### src/rtl/core_mac_acc.sv
// Pipelined multi-lane dot-product engine: S0 operand regs, S1 products, pipelined adder tree,
// then a wide per-vector accumulator. Define CORE_MAC_SAT_EN for saturating accumulation.
module core_mac_acc #(
    parameter int unsigned MAC_NUM   = 4,
    parameter int unsigned IDATA_BIT = 8,
    parameter int unsigned SUM_BIT   = 2 * IDATA_BIT + $clog2(MAC_NUM),
    parameter int unsigned ACC_BIT   = SUM_BIT + 8
) (
    input  logic                         clk,
    input  logic                         rstn,
    input  logic [IDATA_BIT*MAC_NUM-1:0] idataA,
    input  logic [IDATA_BIT*MAC_NUM-1:0] idataB,
    input  logic                         idata_sign,
    input  logic                         idata_last,
    input  logic                         idata_valid,
    output logic                         idata_ready,
    output logic [ACC_BIT-1:0]           odata,
    output logic                         odata_ovf,
    output logic                         odata_valid,
    input  logic                         odata_ready
);

    localparam int unsigned LEVELS   = $clog2(MAC_NUM);
    localparam int unsigned PROD_BIT = 2 * IDATA_BIT;

    logic en;

    // A result waiting on a stalled consumer freezes every stage.
    assign en          = !(odata_valid && !odata_ready);
    assign idata_ready = en;

    logic [IDATA_BIT*MAC_NUM-1:0] s0_a, s0_b;
    logic                         s0_sign, s0_last, s0_valid;

    always_ff @(posedge clk or negedge rstn) begin
        if (!rstn) begin
            s0_a     <= '0;
            s0_b     <= '0;
            s0_sign  <= 1'b0;
            s0_last  <= 1'b0;
            s0_valid <= 1'b0;
        end else if (en) begin
            s0_valid <= idata_valid;
            if (idata_valid) begin
                s0_a    <= idataA;
                s0_b    <= idataB;
                s0_sign <= idata_sign;
                s0_last <= idata_last;
            end
        end
    end

    logic [PROD_BIT-1:0] prod_c [MAC_NUM];

    for (genvar i = 0; i < MAC_NUM; i++) begin : g_mul
        logic [PROD_BIT-1:0] a_x, b_x;
        assign a_x = {{IDATA_BIT{s0_sign & s0_a[i*IDATA_BIT+IDATA_BIT-1]}},
                      s0_a[i*IDATA_BIT+:IDATA_BIT]};
        assign b_x = {{IDATA_BIT{s0_sign & s0_b[i*IDATA_BIT+IDATA_BIT-1]}},
                      s0_b[i*IDATA_BIT+:IDATA_BIT]};
        // Low PROD_BIT bits of the extended product are exact for both sign modes.
        assign prod_c[i] = a_x * b_x;
    end

    logic [PROD_BIT-1:0] s1_prod [MAC_NUM];
    logic                s1_sign, s1_last, s1_valid;

    always_ff @(posedge clk or negedge rstn) begin
        if (!rstn) begin
            for (int i = 0; i < MAC_NUM; i++) begin
                s1_prod[i] <= '0;
            end
            s1_sign  <= 1'b0;
            s1_last  <= 1'b0;
            s1_valid <= 1'b0;
        end else if (en) begin
            for (int i = 0; i < MAC_NUM; i++) begin
                s1_prod[i] <= prod_c[i];
            end
            s1_sign  <= s0_sign;
            s1_last  <= s0_last;
            s1_valid <= s0_valid;
        end
    end

    // Adder tree: level 0 holds the extended products; a register follows every second level
    // and the last one. Nodes are carried at full SUM_BIT width, which equals growing by a bit
    // per level.
    for (genvar l = 0; l <= LEVELS; l++) begin : g_lvl
        localparam int unsigned N = MAC_NUM >> l;
        logic [SUM_BIT-1:0] node [N];
        logic               sgn, lst, vld;

        if (l == 0) begin : g_leaf
            for (genvar j = 0; j < N; j++) begin : g_ext
                assign node[j] = {{(SUM_BIT-PROD_BIT){s1_sign & s1_prod[j][PROD_BIT-1]}},
                                  s1_prod[j]};
            end
            assign sgn = s1_sign;
            assign lst = s1_last;
            assign vld = s1_valid;
        end else begin : g_add
            logic [SUM_BIT-1:0] sum_c [N];
            for (genvar j = 0; j < N; j++) begin : g_sum
                assign sum_c[j] = g_lvl[l-1].node[2*j] + g_lvl[l-1].node[2*j+1];
            end
            if ((l % 2 == 0) || (l == LEVELS)) begin : g_reg
                always_ff @(posedge clk or negedge rstn) begin
                    if (!rstn) begin
                        for (int k = 0; k < N; k++) begin
                            node[k] <= '0;
                        end
                        sgn <= 1'b0;
                        lst <= 1'b0;
                        vld <= 1'b0;
                    end else if (en) begin
                        for (int k = 0; k < N; k++) begin
                            node[k] <= sum_c[k];
                        end
                        sgn <= g_lvl[l-1].sgn;
                        lst <= g_lvl[l-1].lst;
                        vld <= g_lvl[l-1].vld;
                    end
                end
            end else begin : g_comb
                assign node = sum_c;
                assign sgn  = g_lvl[l-1].sgn;
                assign lst  = g_lvl[l-1].lst;
                assign vld  = g_lvl[l-1].vld;
            end
        end
    end

    logic [SUM_BIT-1:0] tree_sum;
    logic               tree_sign, tree_last, tree_valid, fin;

    assign tree_sum   = g_lvl[LEVELS].node[0];
    assign tree_sign  = g_lvl[LEVELS].sgn;
    assign tree_last  = g_lvl[LEVELS].lst;
    assign tree_valid = g_lvl[LEVELS].vld;
    assign fin        = tree_valid && tree_last;

    logic [ACC_BIT-1:0] acc_q, acc_next;
    logic [ACC_BIT:0]   acc_x, sum_x, acc_wide;

    assign acc_x    = {tree_sign & acc_q[ACC_BIT-1], acc_q};
    assign sum_x    = {{(ACC_BIT+1-SUM_BIT){tree_sign & tree_sum[SUM_BIT-1]}}, tree_sum};
    assign acc_wide = acc_x + sum_x;

`ifdef CORE_MAC_SAT_EN
    localparam logic [ACC_BIT-1:0] ACC_SMAX = {1'b0, {(ACC_BIT-1){1'b1}}};
    localparam logic [ACC_BIT-1:0] ACC_SMIN = {1'b1, {(ACC_BIT-1){1'b0}}};

    logic ovf, sticky_q;

    always_comb begin
        ovf      = 1'b0;
        acc_next = acc_wide[ACC_BIT-1:0];
        if (tree_sign) begin
            ovf = acc_wide[ACC_BIT] != acc_wide[ACC_BIT-1];
            if (ovf) begin
                acc_next = acc_wide[ACC_BIT] ? ACC_SMIN : ACC_SMAX;
            end
        end else begin
            ovf = acc_wide[ACC_BIT];
            if (ovf) begin
                acc_next = '1;
            end
        end
    end

    always_ff @(posedge clk or negedge rstn) begin
        if (!rstn) begin
            sticky_q  <= 1'b0;
            odata_ovf <= 1'b0;
        end else if (en && tree_valid) begin
            sticky_q <= tree_last ? 1'b0 : (sticky_q | ovf);
            if (tree_last) begin
                odata_ovf <= sticky_q | ovf;
            end
        end
    end
`else
    logic unused_carry;

    assign acc_next     = acc_wide[ACC_BIT-1:0];
    assign unused_carry = acc_wide[ACC_BIT];
    assign odata_ovf    = 1'b0;
`endif

    always_ff @(posedge clk or negedge rstn) begin
        if (!rstn) begin
            acc_q       <= '0;
            odata       <= '0;
            odata_valid <= 1'b0;
        end else if (en) begin
            odata_valid <= fin;
            if (fin) begin
                odata <= acc_next;
            end
            if (tree_valid) begin
                acc_q <= tree_last ? '0 : acc_next;
            end
        end
    end

endmodule

### config.mk
export PLATFORM = sky130hd
export DESIGN_NAME = core_mac_acc
export DESIGN_NICKNAME = d
export VERILOG_FILES = /design/src/rtl/core_mac_acc.sv
export SDC_FILE = /design/constraint.sdc
export NUM_CORES = 1
export LEC_CHECK = 0
export CAP_MARGIN = 15
export CELL_PAD_IN_SITES_DETAIL_PLACEMENT = 0
export CELL_PAD_IN_SITES_GLOBAL_PLACEMENT = 2
export CORE_MARGIN = 5
export CORE_UTILIZATION = 44
export CTS_BUF_LIST = sky130_fd_sc_hd__clkbuf_16
export DETAILED_ROUTE_END_ITERATION = 10
export PLACE_DENSITY = 0.95
export SETUP_SLACK_MARGIN = 0.1
export SLEW_MARGIN = 10
export SYNTH_ARGS = -nofsm -noshare
export SYNTH_HDL_FRONTEND = slang
export SYNTH_SLANG_ARGS = --single-unit
### constraint.sdc
create_clock -name clk -period 11 [get_ports clk]
set_input_delay 1.1 -clock clk [delete_from_list [all_inputs] [get_ports clk]]
set_output_delay 1.1 -clock clk [all_outputs]
set_load 0.1 [all_outputs]
Yosys cells after proc, flatten, opt, wreduce, memory -nomap -nowiden
Index checks and enable logic that the tools add are counted.

storage, ports and cells
  bits in registers = 208
  input bits = 70
  output and inout port bits = 29
  word-level logic and storage cells = 49

operators by class
  add/sub/neg operators = 4
  $mul = 4
  muxes and demuxes = 1
  bitwise gates (word level) = 14
  reduce and logical (&&, ||, !) cells = 7

operator list
  cell                        count
  multiplier 9 x 9 -> 16 bit  4
  adder 17 x 17 -> 18 bit     2
  adder 26 bit                1
  2-to-1 mux 26 bit           1
  adder 18 bit                1
  AND 1 bit                   13
  AND reduction 2 bit         3
  logical AND 1 bit           2
  zero test 1 bit             2
  NOT 1 bit                   1

Logic depth before layout (Yosys ltp)
Gate-level depths: netlist of the first run.

  depth in word-level cells = 4
  mapped depth = 22
  gate-level depth less buffers = 21

Worst setup path after synthesis of the first run
No wires, ideal clock.

  path type = register to register
  start point = register s0_sign
  end point = register s1_prod (netlist bit g_lvl[0].node[69])
  library setup time = 0.134 ns
  arrival = 5.047 ns
  required time = 10.866 ns
  slack = 5.819 ns
  cell stages (with the launch flop) = 20
  buffers on the path = 1
  clock period less this slack = 5.181 ns
  cells stage by stage = dfrtp_1 clkbuf_1 nand2_1 or2_2 fa_1 fa_1 inv_1 fa_1 fa_1 inv_1 fa_1 inv_1 ha_1 o21ai_0 a21boi_0 o21ai_0 a21oi_1 a211oi_1 xnor2_1 o21ai_0

between the ends
  longest elaborated chain between the ends = 2
  elaborated cells between the ends (all ways) = 3
  classes of those cells = mul: 1; bitwise: 2

ends and longest elaborated chain
  element                              RTL line  RTL
  start: declaration                   33        logic s0_sign, s0_last, s0_valid;
  start signal: assignment             47        s0_sign <= idata_sign;
  AND 1 bit, on equally long branches  57, 59
  multiplier 9 x 9 -> 16 bit *         62        assign prod_c[i] = a_x * b_x;
  end signal: indexed assignment       78        s1_prod[i] <= prod_c[i];
  end: declaration                     65        logic [PROD_BIT-1:0] s1_prod [MAC_NUM];

Every way passes the cells marked *; elsewhere a longest branch is shown, timed or not.
A chain may end at the register's enable or synchronous reset.

Final worst setup path of the first run
Ends and elaborated chain as after synthesis.

==> results.json, run 1 <==
{
  "place_congestion": 0.865,
  "synth.area.top_cells": "fa_1 27%, dfrtp_1 25%, ha_1 10%",
  "final-seq-area_sq_um": 5200,
  "synth_ff_type": "dfrtp_1",
  "die_h_um": 229,
  "cts_max_level": 1,
  "cp.required_ns": 11.40,
  "clk_latency_ns": 0.56,
  "crit_path_max_fanout": 9,
  "rsz0062_at_grt": "false",
  "ant_nets": 0,
  "cts_resized": 0,
  "layout-drive-gt1-share": 0.0696,
  "port_buffers": 97,
  "finalHoldViolations": 0,
  "multi_input_area_sq_um": 14300,
  "synth_top_area_cell": "fa_1",
  "antenna_found_initial": 0,
  "tns_ns": 0,
  "crit_start": "s0_sign",
  "dr.pass1.iters": 5,
  "grtUsageTotal": 0.175,
  "cts_tree": "built",
  "maxCapViolCount": 0,
  "fp.dieW_um": 229,
  "worst_pin_slew_ns": 0.999,
  "cts_root_buf": "clkbuf_16",
  "ios": 99,
  "hold_start": "g_lvl[2].sgn",
  "core_sq_um": 47500,
  "period_share": 0.508,
  "startpoint_type": "flip-flop",
  "r2r_start": "s0_sign",
  "synth_edf_count": 0,
  "cts.sinks": 208,
  "synth_top_area_share": 0.273,
  "rows": 80,
  "via_count": 14272,
  "finalSetupViolCount": 0,
  "nets": 2725,
  "holdCritPathClass": "flip-flop to flip-flop",
  "post_drt_wl_per_cell_um": 15.6,
  "crit_chain": "nand2_1 > or2_2 > fa_1 > fa_1 > inv_1 > fa_1 > fa_1 > inv_1 > fa_1 > inv_1 > ha_1 > o21ai_0 > a21boi_0 > o21ai_0 > a21oi_1 > a211oi_1 > xnor2_1 > o21ai_0",
  "maxSlewHeadroom": 0.332,
  "synth-seq-area-share": 0.247,
  "clock.fmax_mhz": 179,
  "cts_setup_buffers": 0,
  "arrival_ns": 5.99,
  "clockBufferDepth": 3,
  "dp_hpwl_um": 34800,
  "finalWirelength_um": 44100,
  "crit_type": "flip-flop to flip-flop",
  "vias_per_cell": 5.04,
  "start_util": 0.443,
  "n_fill_cell": 4365,
  "synth-async-reset-ratio": 1.00,
  "synthToLayoutAreaGrowth_pct": 10.8,
  "synth_area_per_cell_sq_um": 9.77,
  "yosysWarnings": 0,
  "drc": 0,
  "cts.clk_slew.worst_paths_ns": 0.06,
  "hold_buffers": 0,
  "layout_common_cells": "320 x nand2_1, 316 x inv_1, 287 x fa_1",
  "status": "finished clean",
  "slew_viol_final": 0,
  "layout_commonest_cell": "nand2_1",
  "dr.first_iter.drc_count": 657,
  "cp_slowest_cell": "dfrtp_1",
  "endpoint_kind": "flip-flop",
  "crit_top_cell": "fa_1",
  "ys_seq_elements": 208,
  "clock_skew_ns": 0.0142,
  "synth_nets": 2685,
  "cts_buffers": 27,
  "grt_max_degree": 94,
  "grt_pass1_vias": 15484,
  "num_antenna_cells": 0,
  "fin_crit_ns": 5.59,
  "cpPeakStageDelay_ns": 0.59,
  "grt_pass1_wl_um": 77000,
  "synth_cell_types": 56,
  "die_area_sq_um": 52300,
  "grt_overflow": 0,
  "syn_area_sq_um": 21100,
  "netlist_instances": 2154
}
==> critical path: cells and delay by family, from the launching register on <==
| family | cells | cell delay (ns) |
|---|---|---|
| AOI/OAI and AO/OA | 6 | 0.99 |
| xor gates and xnor gates | 1 | 0.14 |
| adders and majority gates | 6 | 2.89 |
| buffers and inverters | 3 | 0.14 |
| DFF | 1 | 0.59 |
| and+or+nand+nor | 2 | 0.67 |
==> sequential cells by signal, indices dropped and copies added, names as in the netlist <==
signal and flops:
g_lvl.vld 2, s0_last 1, acc_q 26, g_lvl.lst 2
s0_a 32, g_lvl.sgn 2, odata 26, odata_valid 1
s0_sign 1, s0_valid 1, s0_b 32, g_lvl.node 82
==> metal layers <==
layer	global-route usage	wire (um)
met3	0.0236	1410
met1	0.236	20000
met4	0.0372	1010
met5	0	0
met2	0.304	21700
==> area by class of cell <==
class                      count  share of cell area
timing repair buffer         104              0.0441
inverter                     317              0.0511
clock inverter                22             0.00740
clock buffer                  27              0.0290
sequential                   208               0.223
multi-input combinational   1536               0.612
tap                          615              0.0330
==> cells by family (layout without fill, tap and decap cells) <==
group | Yosys count | in the layout | synth area share
buf+inv | 410 | 470 | 0.0748
fa+ha+maj | 461 | 461 | 0.376
simple gates | 639 | 639 | 0.140
flops | 208 | 208 | 0.247
mux | 79 | 79 | 0.0423
compound gates | 248 | 248 | 0.0747
other cells | 1 | 1 | 0.000178
xor+xnor | 108 | 108 | 0.0449
==> cell usage after synthesis, types with 3 or more instances <==
library cell / n
or2_2: 8
a31oi_1: 10
o211ai_1: 4
a21oi_1: 74
nor3_1: 14
nand2_1: 321
a22o_1: 11
fa_1: 287
nor2_1: 89
o21ai_0: 69
ha_1: 174
mux2_2: 79
o21bai_1: 12
xnor2_1: 66
buf_2: 6
and3_1: 10
nand3_1: 18
xor2_1: 42
a211oi_1: 8
o21ai_1: 4
dfrtp_1: 208
and2_1: 150
a211oi_2: 3
clkbuf_1: 76
a21o_1: 14
nor2b_1: 12
o31ai_1: 17
a21boi_0: 4
buf_1: 5
o21a_1: 3
nand2b_1: 9
inv_1: 316
==> path summary, 6_finish.rpt <==
kind | endpoint | cells past startpoint | slack [ns]
min reg2reg | g_lvl[2].sgn | 2 | 0.47
max reg2reg | g_lvl[0].node[69] | 18 | 5.41
min | g_lvl[2].sgn | 2 | 0.47
min in group asynchronous | odata[3] | 1 | 0.57
max in group asynchronous | s0_a[27] | 2 | 9.07
max | g_lvl[0].node[69] | 18 | 5.41
==> stage by stage <==
| stage | setup slack [ns] | util | hold WS (ns) | area [sq um] | instances |
|---|---|---|---|---|---|
| 3_5_place_dp | 5.33 | 0.473 | 0.456 | 22500 | 2780 |
| 3_3_place_gp | 5.43 | 0.473 | 0.452 | 22500 | 2780 |
| 4_1_cts | 5.31 | 0.491 | 0.470 | 23300 | 2829 |
| 6_report | 5.41 | 0.491 | 0.470 | 23300 | 2829 |
| 2_1_floorplan | 5.82 | - | 0.430 | 21100 | 2154 |
| 5_1_grt | 4.92 | 0.491 | 0.498 | 23300 | 2829 |
Power of run 1 is not shown: default switching activity piles up to over one toggle a cycle in this logic, so the estimate is an artifact.
==> run 2: changes to the inputs <==
--- a/config.mk
+++ b/config.mk
@@ -9,10 +9,10 @@
 export CELL_PAD_IN_SITES_DETAIL_PLACEMENT = 0
 export CELL_PAD_IN_SITES_GLOBAL_PLACEMENT = 2
 export CORE_MARGIN = 5
-export CORE_UTILIZATION = 44
+export CORE_UTILIZATION = 37
 export CTS_BUF_LIST = sky130_fd_sc_hd__clkbuf_16
 export DETAILED_ROUTE_END_ITERATION = 10
-export PLACE_DENSITY = 0.95
+export PLACE_DENSITY = 0.86
 export SETUP_SLACK_MARGIN = 0.1
 export SLEW_MARGIN = 10
 export SYNTH_ARGS = -nofsm -noshare
==> constraint.sdc (replaced) <==
create_clock -name clk -period 4.8 [get_ports clk]
set_input_delay 0.48 -clock clk [delete_from_list [all_inputs] [get_ports clk]]
set_output_delay 0.48 -clock clk [all_outputs]
set_load 0.1 [all_outputs]
==> results.json, run 2 (same netlist as run 1, synthesis figures left out) <==
{
  "cts_root_buf": "clkbuf_16",
  "design_area_sq_um": 24900,
  "endpoint_kind": "flip-flop",
  "cts.clk_slew.worst_paths_ns": 0.06,
  "clock_skew_ns": 0.0119,
  "ios": 99,
  "top_regs": "g_lvl.node (82), s0_a (32), s0_b (32)",
  "fin_util": 0.442,
  "clock.fmax_mhz": 209,
  "place_area_sq_um": 23600,
  "core_sq_um": 56400,
  "finalSetupViolCount": 0,
  "crit_path_max_fanout": 5,
  "slew_viol_final": 0,
  "die_h_um": 249,
  "top_register": "g_lvl.node",
  "holdCritPathClass": "input port to asynchronous set/reset pin",
  "layout_common_cells": "313 x nand2_1, 306 x inv_1, 280 x fa_1",
  "startpoint_type": "flip-flop",
  "crit_type": "flip-flop to flip-flop",
  "grt_pass1_vias": 16202,
  "crit_chain": "buf_6 > nand2_4 > or2_4 > fa_1 > fa_1 > inv_2 > fa_1 > fa_1 > inv_1 > fa_1 > inv_2 > ha_4 > o21ai_4 > a21boi_2 > o21ai_2 > a21oi_2 > a211oi_2 > xnor2_1 > o21ai_1",
  "post_drt_wl_per_cell_um": 15.2,
  "place_congestion": 0.830,
  "cts_max_level": 1,
  "vias_per_cell": 4.72,
  "rows": 87,
  "grt_max_degree": 126,
  "maxCapViolCount": 0,
  "num_antenna_cells": 0,
  "dr.first_iter.drc_count": 610,
  "grt_overflow": 0,
  "synthToLayoutAreaGrowth_pct": 18.3,
  "rsz0062_at_grt": "true",
  "final-seq-area_sq_um": 5220,
  "start_util": 0.373,
  "antenna_found_initial": 0,
  "nets": 2850,
  "cts_tree": "built",
  "multi_input_area_sq_um": 14700,
  "port_buffers": 97,
  "layout_commonest_cell": "nand2_1",
  "fp.dieW_um": 249,
  "arrival_ns": 5.17,
  "drc": 0,
  "reg2regPathDepth": 19,
  "cts.sinks": 208,
  "worst_pin_slew_ns": 1.01,
  "crit_top_cell": "fa_1",
  "dr.pass1.iters": 4,
  "ant_nets": 0,
  "cp.required_ns": 5.20,
  "fin_crit_ns": 4.78,
  "cts_buffers": 25,
  "period_share": 0.995,
  "cpPeakStageDelay_ns": 0.53,
  "cp_slowest_cell": "fa_1",
  "n_fill_cell": 5464,
  "die_area_sq_um": 61800,
  "place_ws_ns": -0.307,
  "grt_pass1_wl_um": 81800,
  "maxSlewHeadroom": 0.326,
  "largest_register_ffs": 82,
  "via_count": 14601,
  "clk_latency_ns": 0.55,
  "finalWirelength_um": 47000,
  "clockBufferDepth": 3,
  "grtUsageTotal": 0.156,
  "layout-drive-gt1-share": 0.160,
  "finalWorstSetupSlack_ns": 0.0231,
  "finalHoldViolations": 0,
  "dp_hpwl_um": 38000,
  "status": "finished clean"
}
==> run 2: final timing paths <==
path	startpoint	end	slack (ns)
setup / recovery	s0_sign	g_lvl[0].node[15]	0.02
hold / removal	rstn	odata[1]	0.05
setup reg to reg	s0_sign	g_lvl[0].node[15]	0.02
hold reg to reg	g_lvl[0].vld	g_lvl[0].vld	0.47
max in group asynchronous	rstn	s0_b[18]	3.68
min in group clk	g_lvl[0].vld	g_lvl[0].vld	0.47
==> run 2: critical path: cells and delay by family, from the launching register on <==
| family | cells | cell delay [ns] |
|---|---|---|
| xor gates and xnor gates | 1 | 0.16 |
| AOI/OAI and AO/OA | 6 | 0.70 |
| DFF | 1 | 0.42 |
| adders and majority gates | 6 | 2.76 |
| buffers and inverters | 4 | 0.32 |
| and+or+nand+nor | 2 | 0.28 |
==> run 2: what timing repair did <==
action                                 4_1_cts  5_1_grt
hold buffers                                 0        0
pin swaps                                   53       58
buffers inserted                            12        4
setup endpoints to repair                   22       25
endpoints found under the hold margin        0        0
gates resized for setup                     56       62
==> run 2: per-stage QoR <==
step | hold WS [ns] | std cells | setup TNS (ns)
2_1_floorplan | 0.184 | 2154 | 0
3_3_place_gp | 0.450 | 3033 | -0.500
3_5_place_dp | 0.465 | 3033 | -1.78
4_1_cts | 0.0728 | 3089 | 0
5_1_grt | 0.125 | 3093 | -0.996
6_report | 0.0471 | 3093 | 0
==> run 2: layout make-up <==
type	count	area share
Multi-Input combinational cell	1536	0.592
Tap cell	756	0.0380
Clock buffer	25	0.0251
Inverter	317	0.0479
Timing Repair Buffer	231	0.0809
Clock inverter	20	0.00663
Sequential cell	208	0.210
==> run 2: layer usage <==
layer / global-route usage / vias to the layer above / part of all wire
met1: 0.215 / 7281 / 0.46
met4: 0.0311 / 0 / 0.019
met2: 0.268 / 163 / 0.49
met3: 0.0181 / 55 / 0.030
met5: 0 / - / 0
li1: - / 7102 / -
Power of run 2 is left out for the same reason.
==> run 3: changes to the inputs <==
--- a/config.mk
+++ b/config.mk
@@ -11,6 +11,7 @@
 export CORE_MARGIN = 5
 export CORE_UTILIZATION = 37
 export CTS_BUF_LIST = sky130_fd_sc_hd__clkbuf_16
+export CTS_CLUSTER_SIZE = 16
 export DETAILED_ROUTE_END_ITERATION = 10
 export PLACE_DENSITY = 0.86
 export SETUP_SLACK_MARGIN = 0.1
==> results.json, run 3 (same netlist as run 1, synthesis figures left out) <==
{
  "r2r_start": "s0_sign",
  "cp.required_ns": 5.20,
  "holdCritPathClass": "input port to asynchronous set/reset pin",
  "worst_pin_slew_ns": 1.01,
  "finalWirelength_um": 47200,
  "crit_type": "flip-flop to flip-flop",
  "fp.dieW_um": 249,
  "finalSetupViolCount": 0,
  "grt_overflow": 0,
  "crit_path_max_fanout": 5,
  "n_fill_cell": 5446,
  "fin_crit_ns": 4.71,
  "slew_viol_final": 0,
  "layout-drive-gt1-share": 0.164,
  "die_h_um": 249,
  "place_congestion": 0.830,
  "top_regs": "g_lvl.node (82), s0_a (32), s0_b (32)",
  "drc": 0,
  "ant_nets": 0,
  "hold_buffers": 0,
  "nets": 2849,
  "clk_latency_ns": 0.55,
  "cts_tree": "built",
  "num_antenna_cells": 0,
  "cts_buffers": 25,
  "via_count": 14644,
  "cts_root_buf": "clkbuf_16",
  "core_sq_um": 56400,
  "r2r-end": "g_lvl[0].node[33]",
  "arrival_ns": 5.11,
  "rsz0062_at_grt": "true",
  "start_util": 0.373,
  "grt_max_degree": 126,
  "grtUsageTotal": 0.157,
  "layout_commonest_cell": "nand2_1",
  "cts_max_level": 1,
  "clock_skew_ns": 0.0117,
  "dr.first_iter.drc_count": 598,
  "largest_register_ffs": 82,
  "port_buffers": 97,
  "clockBufferDepth": 3,
  "post_drt_wl_per_cell_um": 15.3,
  "period_share": 0.981,
  "grt_pass1_wl_um": 82200,
  "holdWs_ns": 0.0506,
  "die_area_sq_um": 61800,
  "finalHoldViolations": 0,
  "vias_per_cell": 4.74,
  "ios": 99,
  "clock.fmax_mhz": 212,
  "top_register": "g_lvl.node",
  "dr.pass1.iters": 5,
  "dp_hpwl_um": 38000,
  "startpoint_type": "flip-flop",
  "maxSlewHeadroom": 0.327,
  "status": "finished clean",
  "synthToLayoutAreaGrowth_pct": 18.7,
  "cts.clk_slew.worst_paths_ns": 0.06,
  "antenna_found_initial": 0,
  "reg2regPathDepth": 19,
  "layout_common_cells": "312 x nand2_1, 305 x inv_1, 281 x fa_1",
  "ff2ff_setup_slack_ns": 0.09,
  "rows": 87,
  "endpoint_kind": "flip-flop",
  "cts.sinks": 208,
  "grt_pass1_vias": 16262,
  "maxCapViolCount": 0
}
run 3: cell types whose count changed in the layout (fill, tap and decap cells not counted), sizes merged:
cell | previous run | this run
bufinv | 2 | 3
buf | 135 | 134
clkinvlp | 4 | 3
run 3: layer usage:
| metal | global-route usage | vias to the layer above | part of all wire |
|---|---|---|---|
| met5 | 0 | - | 0 |
| met2 | 0.270 | 183 | 0.49 |
| li1 | - | 7102 | - |
| met3 | 0.0186 | 58 | 0.029 |
| met4 | 0.0307 | 0 | 0.019 |
| met1 | 0.216 | 7301 | 0.46 |
run 3: what timing repair did:
item | 4_1_cts | 5_1_grt
setup endpoints to repair | 22 | 24
resized for setup | 67 | 64
pin swaps | 52 | 62
buffers inserted | 11 | 4
run 3: worst max-delay path by stage:
stage / start / end / depth (start not counted)
floorplan: s0_sign / g_lvl[0].node[49] / 19
global placement: s0_sign / g_lvl[0].node[15] / 19
detailed placement: s0_sign / g_lvl[0].node[15] / 19
CTS: s0_sign / g_lvl[0].node[15] / 18
global route: s0_sign / g_lvl[0].node[15] / 19
finish: s0_sign / g_lvl[0].node[33] / 19
run 3: metrics by stage:
| step | setup TNS, ns | utilization | area, sq um | instances | worst slack (ns) |
|---|---|---|---|---|---|
| after floorplan | 0 | - | 21100 | 2154 | 0.100 |
| after CTS | 0 | 0.438 | 24700 | 3089 | 0.0425 |
| after global routing | -0.906 | 0.443 | 25000 | 3092 | -0.121 |
| after detailed placement | -1.78 | 0.418 | 23600 | 3033 | -0.307 |
| after global placement | -0.500 | 0.418 | 23600 | 3033 | -0.106 |
| final | 0 | 0.443 | 25000 | 3092 | 0.0930 |
run 3: critical path: stages (launching register included):
cell and delay (ns):
dfrtp_1 0.37, buf_6 0.16, nand2_4 0.06, or2_4 0.23, fa_1 0.48, fa_1 0.53, inv_2 0.04, fa_1 0.47
fa_1 0.51, inv_1 0.05, fa_1 0.49, inv_2 0.05, ha_4 0.26, o21ai_2 0.06, a21boi_2 0.17, o21ai_2 0.08
a21oi_2 0.22, a211oi_2 0.10, xnor2_1 0.14, a21oi_1 0.08
run 3: layout make-up:
type / instances / area [sq um] / share of cell area
clock buffer: 25 / 626 / 0.0250
tap: 756 / 946 / 0.0379
multi-input combinational: 1536 / 14800 / 0.592
sequential: 208 / 5220 / 0.209
inverter: 317 / 1190 / 0.0478
clock inverter: 20 / 189 / 0.00756
timing repair buffer: 230 / 2010 / 0.0805
Power of run 3 is left out for the same reason.
